<file path="config.mk">
export PLATFORM = sky130hd
export DESIGN_NAME = dm_bus_arbiter_flat
export DESIGN_NICKNAME = d
export VERILOG_FILES = /design/src/rtl/dm_bus_arbiter_if.sv /design/src/rtl/dm_bus_arbiter.sv /design/src/flat_wrapper.sv
export SDC_FILE = /design/constraint.sdc
export NUM_CORES = 1
export LEC_CHECK = 0
export BUFFER_PORTS_ARGS = -buffer_cell sky130_fd_sc_hd__buf_2
export CAP_MARGIN = 10
export CORE_MARGIN = 3
export CORE_UTILIZATION = 35
export DETAILED_ROUTE_END_ITERATION = 8
export GPL_TIMING_DRIVEN = 0
export PLACE_DENSITY = 0.66
export SLEW_MARGIN = 20
export SYNTH_ARGS = -nofsm -noshare
export SYNTH_HDL_FRONTEND = slang
export SYNTH_SLANG_ARGS = --single-unit
</file>
<file path="constraint.sdc">
create_clock -name clk -period 3.9 [get_ports clk]
set_input_delay 0.195 -clock clk [delete_from_list [all_inputs] [get_ports clk]]
set_output_delay 0.195 -clock clk [all_outputs]
set_load 0.05 [all_outputs]
</file>
<file path="src/rtl/dm_bus_arbiter_if.sv">
// Data-memory bus bundle: two requester ports plus the single memory port.
// The slave modport is the arbiter's view; the master modport is the requesters' and memory's view.
interface dm_bus_arbiter_if;
  logic        m0_req;
  logic [31:0] m0_addr;
  logic [31:0] m0_wdata;
  logic [3:0]  m0_byteen;
  logic        m0_ack;
  logic [31:0] m0_rdata;
  logic        m0_err;

  logic        m1_req;
  logic [31:0] m1_addr;
  logic [31:0] m1_wdata;
  logic [3:0]  m1_byteen;
  logic        m1_ack;
  logic [31:0] m1_rdata;
  logic        m1_err;

  logic        mem_en;
  logic [31:0] mem_addr;
  logic [31:0] mem_wdata;
  logic [3:0]  mem_byteen;
  logic [31:0] mem_rdata;

  modport slave (
    input  m0_req, m0_addr, m0_wdata, m0_byteen,
    output m0_ack, m0_rdata, m0_err,
    input  m1_req, m1_addr, m1_wdata, m1_byteen,
    output m1_ack, m1_rdata, m1_err,
    output mem_en, mem_addr, mem_wdata, mem_byteen,
    input  mem_rdata
  );

  modport master (
    output m0_req, m0_addr, m0_wdata, m0_byteen,
    input  m0_ack, m0_rdata, m0_err,
    output m1_req, m1_addr, m1_wdata, m1_byteen,
    input  m1_ack, m1_rdata, m1_err,
    input  mem_en, mem_addr, mem_wdata, mem_byteen,
    output mem_rdata
  );
endinterface

</file>
<file path="src/rtl/dm_bus_arbiter.sv">
// Two-master round-robin arbiter for the data-memory bus: IDLE grants, BUSY drives
// one memory access, RESP returns a one-cycle ack with captured read data.
module dm_bus_arbiter #(
  parameter logic [31:0] ADDR_LIMIT = 32'h0000_4000,
  parameter logic [31:0] ADDR_MASK  = 32'hFFFF_FFFC
) (
  input  logic             clk,
  input  logic             reset,
  dm_bus_arbiter_if.slave  bus
);

  typedef enum logic [1:0] {
    IDLE = 2'd0,
    BUSY = 2'd1,
    RESP = 2'd2
  } state_e;

  state_e      state_q, state_d;
  logic        owner_q, owner_d;
  logic        last_grant_q, last_grant_d;
  logic [31:0] req_addr_q, req_addr_d;
  logic [31:0] req_wdata_q, req_wdata_d;
  logic [3:0]  req_byteen_q, req_byteen_d;
  logic        req_err_q, req_err_d;
  logic [31:0] rdata_q, rdata_d;

  logic [1:0]  m_req;
  logic [31:0] m_addr   [2];
  logic [31:0] m_wdata  [2];
  logic [3:0]  m_byteen [2];
  logic [1:0]  m_ack;
  logic [1:0]  m_err;
  logic [31:0] m_rdata  [2];

  logic        grant_valid;
  logic        winner;

  logic        mem_en;
  logic [31:0] mem_addr;
  logic [31:0] mem_wdata;
  logic [3:0]  mem_byteen;

  assign m_req[0]    = bus.m0_req;
  assign m_addr[0]   = bus.m0_addr;
  assign m_wdata[0]  = bus.m0_wdata;
  assign m_byteen[0] = bus.m0_byteen;
  assign m_req[1]    = bus.m1_req;
  assign m_addr[1]   = bus.m1_addr;
  assign m_wdata[1]  = bus.m1_wdata;
  assign m_byteen[1] = bus.m1_byteen;

  // Requests are only looked at in IDLE; a still-high req during RESP is ignored.
  always_comb begin
    grant_valid = 1'b0;
    winner      = last_grant_q;
    if (state_q == IDLE) begin
      case (m_req)
        2'b01: begin
          grant_valid = 1'b1;
          winner      = 1'b0;
        end
        2'b10: begin
          grant_valid = 1'b1;
          winner      = 1'b1;
        end
        2'b11: begin
          grant_valid = 1'b1;
          winner      = ~last_grant_q;
        end
        default: begin
          grant_valid = 1'b0;
        end
      endcase
    end
  end

  always_comb begin
    state_d      = state_q;
    owner_d      = owner_q;
    last_grant_d = last_grant_q;
    req_addr_d   = req_addr_q;
    req_wdata_d  = req_wdata_q;
    req_byteen_d = req_byteen_q;
    req_err_d    = req_err_q;
    rdata_d      = rdata_q;
    mem_en       = 1'b0;
    mem_addr     = '0;
    mem_wdata    = '0;
    mem_byteen   = '0;

    case (state_q)
      IDLE: begin
        if (grant_valid) begin
          owner_d      = winner;
          last_grant_d = winner;
          req_addr_d   = m_addr[winner];
          req_wdata_d  = m_wdata[winner];
          req_byteen_d = m_byteen[winner];
          req_err_d    = (m_addr[winner] >= ADDR_LIMIT);
          state_d      = BUSY;
        end
      end
      BUSY: begin
        // Out-of-range accesses still present the address but never strobe memory.
        mem_en     = ~req_err_q;
        mem_addr   = req_addr_q & ADDR_MASK;
        mem_wdata  = req_wdata_q;
        mem_byteen = req_err_q ? 4'b0000 : req_byteen_q;
        rdata_d    = req_err_q ? 32'h0 : bus.mem_rdata;
        state_d    = RESP;
      end
      RESP: begin
        state_d = IDLE;
      end
      default: begin
        state_d = IDLE;
      end
    endcase
  end

  always_ff @(posedge clk) begin
    if (reset) begin
      state_q      <= IDLE;
      owner_q      <= 1'b0;
      last_grant_q <= 1'b1;
      req_addr_q   <= '0;
      req_wdata_q  <= '0;
      req_byteen_q <= '0;
      req_err_q    <= 1'b0;
      rdata_q      <= '0;
    end else begin
      state_q      <= state_d;
      owner_q      <= owner_d;
      last_grant_q <= last_grant_d;
      req_addr_q   <= req_addr_d;
      req_wdata_q  <= req_wdata_d;
      req_byteen_q <= req_byteen_d;
      req_err_q    <= req_err_d;
      rdata_q      <= rdata_d;
    end
  end

  genvar gi;
  generate
    for (gi = 0; gi < 2; gi++) begin : g_resp
      assign m_ack[gi]   = (state_q == RESP) && (owner_q == 1'(gi));
      assign m_rdata[gi] = m_ack[gi] ? rdata_q : 32'h0;
      assign m_err[gi]   = m_ack[gi] & req_err_q;
    end
  endgenerate

  assign bus.m0_ack   = m_ack[0];
  assign bus.m0_rdata = m_rdata[0];
  assign bus.m0_err   = m_err[0];
  assign bus.m1_ack   = m_ack[1];
  assign bus.m1_rdata = m_rdata[1];
  assign bus.m1_err   = m_err[1];

  assign bus.mem_en     = mem_en;
  assign bus.mem_addr   = mem_addr;
  assign bus.mem_wdata  = mem_wdata;
  assign bus.mem_byteen = mem_byteen;

endmodule

</file>
<file path="src/flat_wrapper.sv">
// flat-port wrapper written by rule: the top's interface ports become plain ports
module dm_bus_arbiter_flat 
#(
  parameter logic [31:0] ADDR_LIMIT = 32'h0000_4000,
  parameter logic [31:0] ADDR_MASK  = 32'hFFFF_FFFC
)
  (clk, reset, bus_m0_req, bus_m0_addr, bus_m0_wdata, bus_m0_byteen, bus_m0_ack, bus_m0_rdata, bus_m0_err, bus_m1_req, bus_m1_addr, bus_m1_wdata, bus_m1_byteen, bus_m1_ack, bus_m1_rdata, bus_m1_err, bus_mem_en, bus_mem_addr, bus_mem_wdata, bus_mem_byteen, bus_mem_rdata);
  dm_bus_arbiter_if bus_i ();
  input  logic clk;
  input  logic reset;
  input wire logic [$bits(bus_i.m0_req)-1:0] bus_m0_req;
  input wire logic [$bits(bus_i.m0_addr)-1:0] bus_m0_addr;
  input wire logic [$bits(bus_i.m0_wdata)-1:0] bus_m0_wdata;
  input wire logic [$bits(bus_i.m0_byteen)-1:0] bus_m0_byteen;
  output wire logic [$bits(bus_i.m0_ack)-1:0] bus_m0_ack;
  output wire logic [$bits(bus_i.m0_rdata)-1:0] bus_m0_rdata;
  output wire logic [$bits(bus_i.m0_err)-1:0] bus_m0_err;
  input wire logic [$bits(bus_i.m1_req)-1:0] bus_m1_req;
  input wire logic [$bits(bus_i.m1_addr)-1:0] bus_m1_addr;
  input wire logic [$bits(bus_i.m1_wdata)-1:0] bus_m1_wdata;
  input wire logic [$bits(bus_i.m1_byteen)-1:0] bus_m1_byteen;
  output wire logic [$bits(bus_i.m1_ack)-1:0] bus_m1_ack;
  output wire logic [$bits(bus_i.m1_rdata)-1:0] bus_m1_rdata;
  output wire logic [$bits(bus_i.m1_err)-1:0] bus_m1_err;
  output wire logic [$bits(bus_i.mem_en)-1:0] bus_mem_en;
  output wire logic [$bits(bus_i.mem_addr)-1:0] bus_mem_addr;
  output wire logic [$bits(bus_i.mem_wdata)-1:0] bus_mem_wdata;
  output wire logic [$bits(bus_i.mem_byteen)-1:0] bus_mem_byteen;
  input wire logic [$bits(bus_i.mem_rdata)-1:0] bus_mem_rdata;
  assign bus_i.m0_req = bus_m0_req;
  assign bus_i.m0_addr = bus_m0_addr;
  assign bus_i.m0_wdata = bus_m0_wdata;
  assign bus_i.m0_byteen = bus_m0_byteen;
  assign bus_m0_ack = bus_i.m0_ack;
  assign bus_m0_rdata = bus_i.m0_rdata;
  assign bus_m0_err = bus_i.m0_err;
  assign bus_i.m1_req = bus_m1_req;
  assign bus_i.m1_addr = bus_m1_addr;
  assign bus_i.m1_wdata = bus_m1_wdata;
  assign bus_i.m1_byteen = bus_m1_byteen;
  assign bus_m1_ack = bus_i.m1_ack;
  assign bus_m1_rdata = bus_i.m1_rdata;
  assign bus_m1_err = bus_i.m1_err;
  assign bus_mem_en = bus_i.mem_en;
  assign bus_mem_addr = bus_i.mem_addr;
  assign bus_mem_wdata = bus_i.mem_wdata;
  assign bus_mem_byteen = bus_i.mem_byteen;
  assign bus_i.mem_rdata = bus_mem_rdata;
  dm_bus_arbiter #(.ADDR_LIMIT(ADDR_LIMIT), .ADDR_MASK(ADDR_MASK)) u_core (.clk(clk), .reset(reset), .bus(bus_i));
endmodule
</file>
==> flow_summary.json, run 1 <==
{
  "cts_tree": "yes",
  "cts_setup_buffers": 0,
  "io_pins": 309,
  "cts.sinks": 103,
  "clk_latency_ps": 360,
  "cts_buffers": 9,
  "rsz0062_at_grt": "no",
  "relSlewSlack_pct": 38.6,
  "gp_congestion": 0.839,
  "critPathMaxFanout": 10,
  "finalSetupTns_ps": 0,
  "max_cap_violations": 0,
  "ys_seq_elements": 103,
  "finalHoldViolCount": 0,
  "via_count": 5906,
  "wl_per_cell_um": 16.0,
  "portBuffers": 301,
  "final_cells": 1202,
  "end_kind": "primary output",
  "tightest_slew_ps": 919,
  "drtAntennaViolNets": 0,
  "coreArea_um2": 14800,
  "fin_util_pct": 50.4,
  "hold_class": "in2reg",
  "nNetsFinal": 1185,
  "synth_warnings": 0,
  "grt_pass1_wl_mm": 28.4,
  "path_class": "reg2out",
  "synth_cells": 700,
  "cts_root_buf": "clkbuf_16",
  "wl_mm": 19.2,
  "syn_area_per_cell_um2": 7.71,
  "start_kind": "register",
  "antenna_cells": 0,
  "gr-total-overflow": 0,
  "max_freq_ghz": 0.370,
  "row_count": 44,
  "hold_ws_ps": 96.5,
  "drtIter0Drc": 273,
  "start_util_pct": 36.4,
  "status": "finished clean",
  "syn_area_um2": 5400,
  "clk_pin_slew_ps": 70,
  "drtPass1Iterations": 6,
  "power_density_nw_per_um2": 405,
  "hold_buffers": 0,
  "htree_num_levels": 3,
  "die_area_um2": 16900,
  "grt_max_degree": 18,
  "grt_pass1_vias": 5487,
  "cts_buffer_depth": 2,
  "antenna_found_initial": 1,
  "synth_cell_types": 25,
  "post-route-min-period_ps": 2710,
  "setup_violations": 0,
  "hpwl_mm": 15.1,
  "drc": 0,
  "post-place-cells": 1186,
  "crit_arrival_ps": 2510,
  "drive_gt1_share_pct": 35.5,
  "peakVddDrop_uv": 214,
  "die_y_um": 130,
  "finalCritPeriodShare_pct": 69.4,
  "yosysSeqAreaShare_pct": 38.2,
  "grt_usage_pct": 21.5,
  "ctsResizeCount": 0,
  "syn2layout_area_growth_pct": 38.2,
  "clock_skew_ps": 12.8,
  "required_ps": 3700,
  "leakage_nw": 3.63,
  "die_w_um": 130,
  "p_total_mw": 3.02,
  "slew_violations": 0,
  "routed_via_density": 4.91
}
-- critical path: stages (launching register included) --
cell and delay, ps:
dfxtp_1 490, nor3b_1 790, clkbuf_1 430, and2_1 190, buf_2 250
-- cell usage after synthesis (all sizes together) --
cell type | instances | area share, %
nand2 | 172 | 12
nor4 | 9 | 1.0
clkbuf | 42 | 2.9
dfxtp | 103 | 38
conb | 1 | 0.070
a21oi | 33 | 3.1
or4 | 1 | 0.14
nand2b | 2 | 0.23
nor2 | 73 | 5.1
nand3 | 1 | 0.093
o32ai | 1 | 0.30
nor2b | 1 | 0.12
and3b | 1 | 0.16
nand3b | 32 | 4.5
o32a | 1 | 0.19
a2111oi | 1 | 0.19
and2 | 133 | 15
or2 | 1 | 0.12
buf | 24 | 2.9
a311oi | 66 | 13
nor3b | 2 | 0.37
-- where the power goes --
part | leakage (nW) | internal [mW] | switching, mW | total (mW)
clock | 0.153 | 0.568 | 0.427 | 0.995
sequential | 0.850 | 1.16 | 0.0573 | 1.22
combinational | 2.62 | 0.283 | 0.522 | 0.804
total | 3.63 | 2.01 | 1.01 | 3.02
-- layer usage --
metal	global-route usage [%]	share of wire, %
met3	5.98	9.1
met1	25.6	41
met4	6.36	1.4
met5	0	0.11
met2	37.7	48
-- registers in the layout (all words and copies together) (netlist names) --
signal / cells
u_core.state_q: 2
u_core.last_grant_q: 1
u_core.rdata_q: 32
u_core.req_byteen_q: 4
u_core.req_err_q: 1
u_core.req_addr_q: 30
u_core.owner_q: 1
u_core.req_wdata_q: 32
-- cell type report --
cell class / count / area [um2]
fillers: 1514 / 7350
multi-input cells: 532 / 3020
flip-flops and latches: 103 / 2060
repair buffers: 301 / 1510
plain buffers: 66 / 317
well taps: 184 / 230
clock buffers: 10 / 229
clock inverters: 6 / 93.8
-- cell families (layout without fill, tap and decap cells) --
logic type,count (synthesis),in the layout,synth area share [%]
other,1,2,0.0695
AOI/OAI and AO/OA,102,102,16.7
buffers and inverters,66,383,5.87
DFF,103,103,38.2
and+or+nand+nor,428,428,39.2
-- per-stage QoR --
| step | setup WS (ps) | cell area [um2] |
|---|---|---|
| 4_1_cts | 1100 | 7460 |
| 3_5_place_dp | 1490 | 7140 |
| 5_1_grt | 987 | 7460 |
| 6_report | 1190 | 7460 |
| 2_1_floorplan | 1730 | 5400 |
| 3_3_place_gp | 1510 | 7140 |
-- placed cells by master, fill, tap and decap left out, types with 8 or more instances in the layout --
cell type  Yosys  routed
a21oi_1       33      33
a311oi_1      47      47
a311oi_2      19      19
and2_1       133     133
buf_2         13     314
buf_4          8       8
clkbuf_1      42      43
clkbuf_16      0       9
dfxtp_1      103     103
nand2_1      172     172
nand3b_1      32      32
nor2_1        73      73
nor4_1         9       9
-- path summary, 6_finish.rpt --
path                                         from                            endpoint  slack (ps)  cells past startpoint
setup / recovery   u_core.state_q[1]$_SDFFE_PP0P_                    bus_m0_rdata[23]        1190                      4
hold / removal                    bus_m1_wdata[1]  u_core.req_wdata_q[1]$_SDFFE_PP0P_         100                      3
setup reg to reg   u_core.state_q[1]$_SDFFE_PP0P_   u_core.req_addr_q[6]$_SDFFE_PP0P_        1990                      6
hold reg to reg   u_core.rdata_q[10]$_SDFFE_PP0P_     u_core.rdata_q[10]$_SDFFE_PP0P_         460                      2
Power figures use the tool's default switching activity.
==> run 2, diff against run 1 <==
clock period = 2.8 ns   (was 3.9 ns; I/O delays follow)
==> flow_summary.json, run 2 (synthesized netlist as in run 1, its figures left out) <==
{
  "grtUsageMet2_pct": 37.7,
  "cts_buffer_depth": 2,
  "slowest_delay_ps": 500,
  "hold_class": "in2reg",
  "cts_root_buf": "clkbuf_16",
  "max_cap_violations": 0,
  "end_kind": "primary output",
  "place_ws_ps": 448,
  "crit_top_cell": "buf_2",
  "max_freq_ghz": 0.389,
  "drc": 0,
  "final_cell_mix": "314 x buf_2, 172 x nand2_1, 133 x and2_1",
  "drtPass1Iterations": 4,
  "setup_ws_ps": 228,
  "clk_pin_slew_ps": 70,
  "grt_pass1_vias": 5487,
  "gp_congestion": 0.839,
  "cts_tree": "yes",
  "place_area_um2": 7140,
  "crit_path_end": "bus_mem_addr[9]",
  "die_y_um": 130,
  "htree_num_levels": 3,
  "crit_arrival_ps": 2430,
  "cts_buffers": 9,
  "stdcell_area_um2": 7460,
  "drtAntennaViolNets": 0,
  "clk_latency_ps": 360,
  "gr-total-overflow": 0,
  "r2r_cells": 6,
  "finalHoldViolCount": 0,
  "start_util_pct": 36.4,
  "portBuffers": 301,
  "nNetsFinal": 1185,
  "timing.rr.start": "u_core.state_q[1]$_SDFFE_PP0P_",
  "grt_pass1_wl_mm": 28.4,
  "cts.sinks": 103,
  "post-place-cells": 1186,
  "grt_max_degree": 18,
  "drtIter0Drc": 272,
  "setup_violations": 0,
  "antenna_cells": 0,
  "syn2layout_area_growth_pct": 38.3,
  "rsz0062_at_grt": "no",
  "post-route-min-period_ps": 2570,
  "finalSetupTns_ps": 0,
  "slowest_stage": "dfxtp_1",
  "tightest_slew_ps": 716,
  "peakVddDrop_uv": 298,
  "final_cells": 1202,
  "start_kind": "register",
  "path_class": "reg2out",
  "grt_usage_pct": 21.5,
  "antenna_found_initial": 1,
  "reg_top3": "u_core.rdata_q: 32 flops, u_core.req_wdata_q: 32 flops, u_core.req_addr_q: 30 flops",
  "wl_per_cell_um": 16.0,
  "min-delay-start": "bus_m1_wdata[1]",
  "wl_mm": 19.2,
  "worstPathCellList": "nor2b_1, buf_2, clkbuf_1, and2_1, buf_2",
  "r2r_setup_slack_ps": 890,
  "grt_busiest_layer": "met2",
  "coreArea_um2": 14800,
  "die_area_um2": 16900,
  "hpwl_mm": 15.1,
  "finalCritPeriodShare_pct": 91.8,
  "critPathMaxFanout": 10,
  "fin_util_pct": 50.4,
  "relSlewSlack_pct": 52.2,
  "leakage_nw": 3.63,
  "critPathLaunch": "u_core.state_q[0]$_SDFFE_PP0P_",
  "power_density_nw_per_um2": 564,
  "row_count": 44,
  "grt.met1_usage_pct": 25.6,
  "p_total_mw": 4.21,
  "r2r-end": "u_core.req_addr_q[6]$_SDFFE_PP0P_",
  "via_count": 5902,
  "required_ps": 2660,
  "met3_usage_pct": 5.98,
  "die_w_um": 130,
  "final_common_cell": "buf_2",
  "clock_skew_ps": 13.8,
  "io_pins": 309,
  "slew_violations": 0,
  "routed_via_density": 4.91,
  "status": "finished clean",
  "drive_gt1_share_pct": 35.6,
  "hold_buffers": 0,
  "hold_ws_ps": 42.0
}
-- run 2: changes by cell type in the layout (fill, tap and decap cells not counted) --
| cell | before | now |
|---|---|---|
| nor3b_1 | 1 | 0 |
| nor3b_2 | 1 | 2 |
-- run 2: power by group --
part,internal (mW),switching [mW]
logic,0.394,0.727
registers,1.62,0.0805
clock network,0.791,0.596
-- run 2: routing by layer --
metal  vias up  part of all wire, %
met1      2647                   41
li1       2979                    -
met2       254                   48
met3        18                  9.1
met5         -                 0.11
met4         4                  1.4
-- run 2: worst max-delay path, delay by kind of cell (launching register included) --
kind                   cells  cell delay [ps]
DFF                        1              500
and+or+nand+nor            2              550
buffers and inverters      3             1020
-- run 2: worst min path at each step --
stage                                                endpoint  slack (ps)  depth (start not counted)
after floorplan            u_core.req_addr_q[10]$_SDFFE_PP0P_         300                          2
after global placement    u_core.req_wdata_q[10]$_SDFFE_PP0P_         410                          3
after detailed placement  u_core.req_wdata_q[19]$_SDFFE_PP0P_         410                          3
after CTS                  u_core.req_wdata_q[1]$_SDFFE_PP0P_          30                          3
after global routing      u_core.req_wdata_q[18]$_SDFFE_PP0P_          40                          3
final                      u_core.req_wdata_q[1]$_SDFFE_PP0P_          40                          3
-- run 2: repair_timing --
action | 4_1_cts | 5_1_grt
setup buffers | 0 | 0
resized for setup | 0 | 1
setup endpoints to repair | 0 | 9
-- run 2: final cells by class --
| type | count | area, um2 |
|---|---|---|
| Buffer | 66 | 317 |
| Multi-Input combinational cell | 532 | 3030 |
| Clock buffer | 10 | 229 |
| Tap cell | 184 | 230 |
| Fill cell | 1513 | 7350 |
| Sequential cell | 103 | 2060 |
| Clock inverter | 6 | 93.8 |
| Timing Repair Buffer | 301 | 1510 |
